`src/rtl/p_uart_recv.sv`:
```
// p_uart_recv: 8N1 UART receiver that assembles 16-byte packets,
// with stop-bit checking and an inter-byte idle timeout.
module p_uart_recv #(
  parameter int CLK_FREQ     = 50000000,
  parameter int UART_BPS     = 9600,
  parameter int TIMEOUT_BITS = 20
) (
  input  logic         sys_clk,
  input  logic         sys_rst,
  input  logic         uart_rxd,
  output logic         uart_rx_busy,
  output logic [7:0]   rx_byte,
  output logic         rx_byte_done,
  output logic [3:0]   rx_cnt,
  output logic [127:0] uart_dout,
  output logic         uart_done,
  output logic         frame_err
);

  localparam int BPS_CNT = CLK_FREQ / UART_BPS;
  localparam int TO_CNT  = TIMEOUT_BITS * BPS_CNT;
  localparam int CW      = $clog2(BPS_CNT + 1);
  localparam int TW      = $clog2(TO_CNT + 1);

  localparam logic [CW-1:0] HALF    = CW'(BPS_CNT / 2);
  localparam logic [CW-1:0] FULL    = CW'(BPS_CNT - 1);
  localparam logic [TW-1:0] TO_LAST = TW'(TO_CNT - 1);

  localparam logic [1:0] IDLE  = 2'd0;
  localparam logic [1:0] START = 2'd1;
  localparam logic [1:0] DATA  = 2'd2;
  localparam logic [1:0] STOP  = 2'd3;

  logic           rxd_d0;
  logic           rxd_d1;
  logic           rxd_d2;
  logic           line;
  logic           fall;
  logic [1:0]     state;
  logic [CW-1:0]  clk_cnt;
  logic [TW-1:0]  idle_cnt;
  logic [2:0]     bit_cnt;
  logic [7:0]     shift;
  logic [127:0]   pkt_buf;

  // rxd_d2 only delays the synchronised line for edge detection
  always_ff @(posedge sys_clk or posedge sys_rst) begin
    if (sys_rst) begin
      rxd_d0 <= 1'b1;
      rxd_d1 <= 1'b1;
      rxd_d2 <= 1'b1;
    end else begin
      rxd_d0 <= uart_rxd;
      rxd_d1 <= rxd_d0;
      rxd_d2 <= rxd_d1;
    end
  end

  assign line = rxd_d1;
  assign fall = rxd_d2 & ~rxd_d1;

  assign uart_rx_busy = (state != IDLE) || (rx_cnt != 4'd0);

  always_ff @(posedge sys_clk or posedge sys_rst) begin
    if (sys_rst) begin
      state        <= IDLE;
      clk_cnt      <= '0;
      idle_cnt     <= '0;
      bit_cnt      <= '0;
      shift        <= '0;
      pkt_buf      <= '0;
      rx_byte      <= '0;
      rx_byte_done <= 1'b0;
      rx_cnt       <= '0;
      uart_dout    <= '0;
      uart_done    <= 1'b0;
      frame_err    <= 1'b0;
    end else begin
      rx_byte_done <= 1'b0;
      uart_done    <= 1'b0;
      frame_err    <= 1'b0;
      unique case (state)
        IDLE: begin
          clk_cnt <= '0;
          bit_cnt <= '0;
          if (fall) begin
            state    <= START;
            idle_cnt <= '0;
          end else if (rx_cnt != 4'd0) begin
            // a stalled partial packet is dropped
            if (idle_cnt == TO_LAST) begin
              frame_err <= 1'b1;
              rx_cnt    <= '0;
              idle_cnt  <= '0;
            end else begin
              idle_cnt <= idle_cnt + 1'b1;
            end
          end else begin
            idle_cnt <= '0;
          end
        end
        START: begin
          if (clk_cnt == HALF) begin
            clk_cnt <= '0;
            state   <= line ? IDLE : DATA;
          end else begin
            clk_cnt <= clk_cnt + 1'b1;
          end
        end
        DATA: begin
          if (clk_cnt == FULL) begin
            clk_cnt <= '0;
            shift   <= {line, shift[7:1]};
            bit_cnt <= bit_cnt + 1'b1;
            if (bit_cnt == 3'd7) state <= STOP;
          end else begin
            clk_cnt <= clk_cnt + 1'b1;
          end
        end
        STOP: begin
          if (clk_cnt == FULL) begin
            clk_cnt <= '0;
            state   <= IDLE;
            if (line) begin
              rx_byte      <= shift;
              rx_byte_done <= 1'b1;
              rx_cnt       <= rx_cnt + 1'b1;
              pkt_buf[{rx_cnt, 3'b000} +: 8] <= shift;
              if (rx_cnt == 4'd15) begin
                uart_dout <= {shift, pkt_buf[119:0]};
                uart_done <= 1'b1;
              end
            end else begin
              frame_err <= 1'b1;
              rx_cnt    <= '0;
            end
          end else begin
            clk_cnt <= clk_cnt + 1'b1;
          end
        end
        default: state <= IDLE;
      endcase
    end
  end

endmodule

```
`config.mk`:
```
export PLATFORM = sky130hd
export DESIGN_NAME = p_uart_recv
export DESIGN_NICKNAME = d
export VERILOG_FILES = /design/src/rtl/p_uart_recv.sv
export SDC_FILE = /design/constraint.sdc
export NUM_CORES = 1
export LEC_CHECK = 0
export BUFFER_PORTS_ARGS = -buffer_cell sky130_fd_sc_hd__buf_4
export CORE_MARGIN = 4
export CORE_UTILIZATION = 46
export DETAILED_ROUTE_END_ITERATION = 12
export PLACE_DENSITY = 0.69
export SLEW_MARGIN = 20
export SYNTH_ARGS = -nofsm -noshare
export SYNTH_HDL_FRONTEND = slang
export SYNTH_SLANG_ARGS = --single-unit
export TNS_END_PERCENT = 20
```
`constraint.sdc`:
```
create_clock -name sys_clk -period 17.3 [get_ports sys_clk]
set_input_delay 3.46 -clock sys_clk [delete_from_list [all_inputs] [get_ports sys_clk]]
set_output_delay 3.46 -clock sys_clk [all_outputs]
set_load 0.03 [all_outputs]
```
## Yosys cells after proc, flatten, opt, wreduce, memory -nomap -nowiden

Cells that the tools add are included.

- Register bits: 317

- Reductions and logical operators: 13
- Shift operators: 2
- Equal/unequal tests: 16
- Add/subtract/negate cells: 5
- Mux-type cells: 35
- Bitwise operators: 2

Operator list:

| operator | count |
|---|---|
| $bwmux W128 | 1 |
| $shift A8 B9 Y128 const A | 1 |
| $shiftx A8 B9 Y128 | 1 |
| $mux W17 | 3 |
| $pmux W13 S3 | 1 |
| $mux W13 | 2 |
| $mux W4 | 5 |
| $add A17 B1 Y17 const B | 1 |
| $eq A17 B17 Y1 const B | 1 |
| $ne A2 B2 Y1 const B | 8 |
| $add A13 B1 Y13 const B | 1 |
| $eq A13 B12 Y1 const B | 1 |
| $eq A13 B13 Y1 const B | 1 |
| $mux W1 | 12 |
| $mux W2 | 6 |
| $reduce_and A5 Y1 | 2 |
| $neg A7 Y9 | 1 |
| $pmux W2 S4 | 1 |
| $pmux W4 S2 | 1 |
| $pmux W3 S2 | 1 |
| $reduce_bool A2 Y1 | 3 |
| $add A4 B1 Y4 const B | 1 |
| $eq A2 B2 Y1 const B | 2 |
| $eq A4 B4 Y1 const B | 1 |
| other kinds (14) | 15 |

## Depth between registers and ports, before layout

- Depth after elaboration: 5
- Mapped depth: 9

## Least setup slack after synthesis

OpenSTA, ideal clock, no wires.

- Kind: reg-to-output
- Start point: register rx_cnt[1]
- End point: output uart_rx_busy
- Stages on the path, launching flop included: 6
- Data arrival time: 1608 ps
- Setup slack: 12232 ps
- Required time: 13840 ps
- Cells stage by stage: dfrtp_1 -> clkbuf_1 -> inv_1 -> ha_1 -> nor3b_1 -> nand2_1

- Longest elaborated chain between the ends: 2

RTL lines:

| element | line | text |
|---|---|---|
| start, declared | 14 | `output logic [3:0] rx_cnt,` |
| start signal, assigned | 127 | `rx_cnt <= rx_cnt + 1'b1;` |
| $reduce_bool A4 Y1 | 62 | `assign uart_rx_busy = (state != IDLE) \|\| (rx_cnt != 4'd0);` |
| $logic_or A1 B1 Y1 | 62 |  |
| end, declared | 11 | `output logic uart_rx_busy,` |

No other way between the ends.

## Final worst setup path

- Start point: register rx_cnt[0]
- End point: output uart_rx_busy

Same word-level chain as after synthesis.

==> flow_metrics.py <==
metrics = {
    "status": {
        "status": "finished, final reports clean",
    },
    "yosys": {
        "ys_warn_count": 0,
        "syn_inst": 882,
        "yosysSeqAreaShare": 0.614,
        "synth_cell_type_count": 54,
        "synth_area_per_cell_um2": 14.3,
        "syn-num-nets": 898,
        "synth-seq-cells": 309,
        "syn_area_um2": 12600,
        "ys.flop_type": "dfrtp_1",
        "async_reset_ff_frac": 1.00,
        "synth-edff-count": 0,
    },
    "power": {
        "combPwrFrac": 0.050,
        "p_seq_frac": 0.492,
        "vdd_drop_max_v": 0.0000672,
        "p_switching_w": 0.000329,
        "internal_power_w": 0.00116,
        "power_density_nw_per_um2": 99.1,
        "clkPwrFrac": 0.458,
        "finalPower_w": 0.00149,
        "p_leak_nw": 7.74,
        "swShare": 0.221,
    },
    "critical_path": {
        "cp_max_fo": 20,
        "timing.rr.end": "uart_dout[84]",
        "cpMaxStageDelayCell": "dfrtp_1",
        "cp_cell_sequence": "inv_1, ha_1, nor3b_1, nand2_1, buf_4",
        "critical_path_arrival_ps": 2520,
        "crit_buf_inv": 2,
        "slowest_delay_ps": 570,
        "r2r-start": "clk_cnt[0]",
        "cp-end-kind": "output port",
        "regToRegSetupSlack_ps": 13390,
        "worst-path-stages": 5,
        "cp_top_family": "simple AND/OR/NAND/NOR gates",
        "crit_type": "flop to output port",
        "worstPathRequired_ps": 13840,
        "cp-startpoint": "rx_cnt[0]",
        "startpoint_type": "flop",
        "r2r_cells": 7,
    },
    "clocking": {
        "root_buffer": "clkbuf_16",
        "cts_hold_repair.buffers": 0,
        "post_cts.repair.setup_buffers": 0,
        "htree_num_levels": 1,
        "cts_buffer_depth": 3,
        "cts_tree": "built",
        "clk_latency_ps": 550,
        "cts_resized": 0,
        "cts.clk_slew.worst_paths_ps": 60,
        "cts.sinks": 309,
        "cts_buffers": 31,
    },
    "run": {
        "drv_cap": 0,
    },
    "placed_design": {
        "dp_hpwl_mm": 17.8,
        "detailedPlace.worstSlack_ps": 11930,
        "gp_congestion": 0.842,
        "dpl-instance-area_um2": 13900,
        "io_buffers": 146,
    },
    "global_route": {
        "grt_max_degree": 170,
        "grt_first_pass_wirelength_mm": 44.3,
        "grt_pass1_vias": 7758,
        "track_usage": 0.180,
        "antenna_found_initial": 0,
        "grt-ovfl-total": 0,
    },
    "finish": {
        "mostFrequentLayoutCells": "dfrtp_1 (306), mux2_2 (202), buf_4 (147)",
        "diodes": 0,
        "mostFrequentLayoutCell": "dfrtp_1",
        "drive_above_1_share": 0.400,
        "area_growth_pct": 19.3,
        "final_core_util": 0.558,
        "final_nets": 1043,
        "final_area_um2": 15000,
    },
    "timing": {
        "rsz0062_at_grt": "no",
        "fin_tns_setup_ps": 0,
        "min_period_ps": 5980,
        "setup_violations": 0,
        "slew_viol_final": 0,
        "timing.fmax_mhz": 167,
        "hold_viol": 0,
        "period_share": 0.346,
        "worst_slack_ps": 11320,
        "skew_ps": 10.1,
        "worst_pin_slew_ps": 1080,
        "relSlewSlack": 0.279,
    },
    "detailed_routing": {
        "drt-pass1-iter-count": 4,
        "vias": 7478,
        "routedWlPerCell_um": 19.5,
        "postRouteAntennaNets": 0,
        "wl_mm": 27.1,
        "route.detailed.drc": 0,
        "drt-initial-drc-count": 605,
        "avgViaCountPerCell": 5.37,
    },
    "hold_path": {
        "hold_class": "flop to flop",
        "hold_end": "line",
        "hold_depth": 0,
        "min_from": "rxd_d0",
    },
    "floorplan": {
        "boundaryPins": 147,
        "die-area_um2": 30100,
        "num_rows": 60,
        "fp.dieH_um": 174,
        "die_x_um": 174,
        "core_area_um2": 27000,
        "start_util": 0.468,
    },
}
[logic make-up after synthesis]
kind of cell | count (synthesis) | synth area share
AOI/OAI and AO/OA | 61 | 0.0332
xor gates and xnor gates | 17 | 0.0118
adders and majority gates | 13 | 0.0129
buffers and inverters | 58 | 0.0253
DFF | 309 | 0.614
muxes | 261 | 0.233
and+or+nand+nor | 163 | 0.0701
[through the flow]
step                      std cells  hold WS [ps]
after global placement         1333           346
after floorplan                 882           345
final                          1392           362
after CTS                      1391           358
after global routing           1392           362
after detailed placement       1334           347
[how the worst max path moves through the flow]
stage                     slack [ps]                         end
after detailed placement       11930                uart_rx_busy
after CTS                      11330                uart_rx_busy
after floorplan                 5300  asynchronous set/reset pin
after global routing           11140                uart_rx_busy
after global placement         12000                uart_rx_busy
final                          11320                uart_rx_busy
[power groups by stage]
stage / registers, W / logic (W) / clock network [W]
after CTS: 0.000732 / 0.0000755 / 0.000699
after global placement: 0.000745 / 0.0000740 / 0
after detailed placement: 0.000745 / 0.0000753 / 0
final: 0.000732 / 0.0000745 / 0.000683
after floorplan: 0.000745 / 0.0000559 / 0
after global routing: 0.000732 / 0.0000849 / 0.000734
[routing by layer]
layer,global-route usage,up-vias,share of wire
met5,0,-,0
met4,0.0396,0,0.017
met3,0.0521,33,0.073
met2,0.281,173,0.46
met1,0.255,3846,0.45
li1,-,3426,-
[layout make-up]
cell class | instances | area, µm²
flip-flops and latches | 309 | 7740
fillers | 2226 | 11900
clock inverters | 9 | 126
clock buffers | 48 | 930
repair buffers | 150 | 1180
well taps | 341 | 427
inverters | 20 | 82.6
multi-input cells | 515 | 4550
[state kept, by name, summed over array words and instances (netlist names), 3 cells and up, named ones only]
register and count:
bit_cnt 3, clk_cnt 13, idle_cnt 17, pkt_buf 120, rx_byte 8, rx_cnt 4, shift 8, uart_dout 128
[cells in the mapped netlist (all sizes together), types with 4 or more instances]
cell / instances / area, µm²
nor2b: 4 / 25.0
and3: 20 / 125
nand4: 6 / 37.5
mux2i: 4 / 40.0
inv: 20 / 75.1
nand2: 31 / 116
dfrtp: 306 / 7660
nor2: 33 / 139
o21ai: 14 / 70.1
and2: 10 / 62.6
nand2b: 6 / 37.5
mux2: 257 / 2890
xor2: 7 / 61.3
or3: 4 / 25.0
buf: 20 / 176
nor3: 7 / 35.0
xnor2: 10 / 87.6
nor4: 4 / 46.3
ha: 13 / 163
a21oi: 13 / 68.8
nand3: 25 / 125
a22o: 8 / 70.1
a31oi: 6 / 37.5
clkbuf: 18 / 67.6
(Power assumes the default switching activity.)
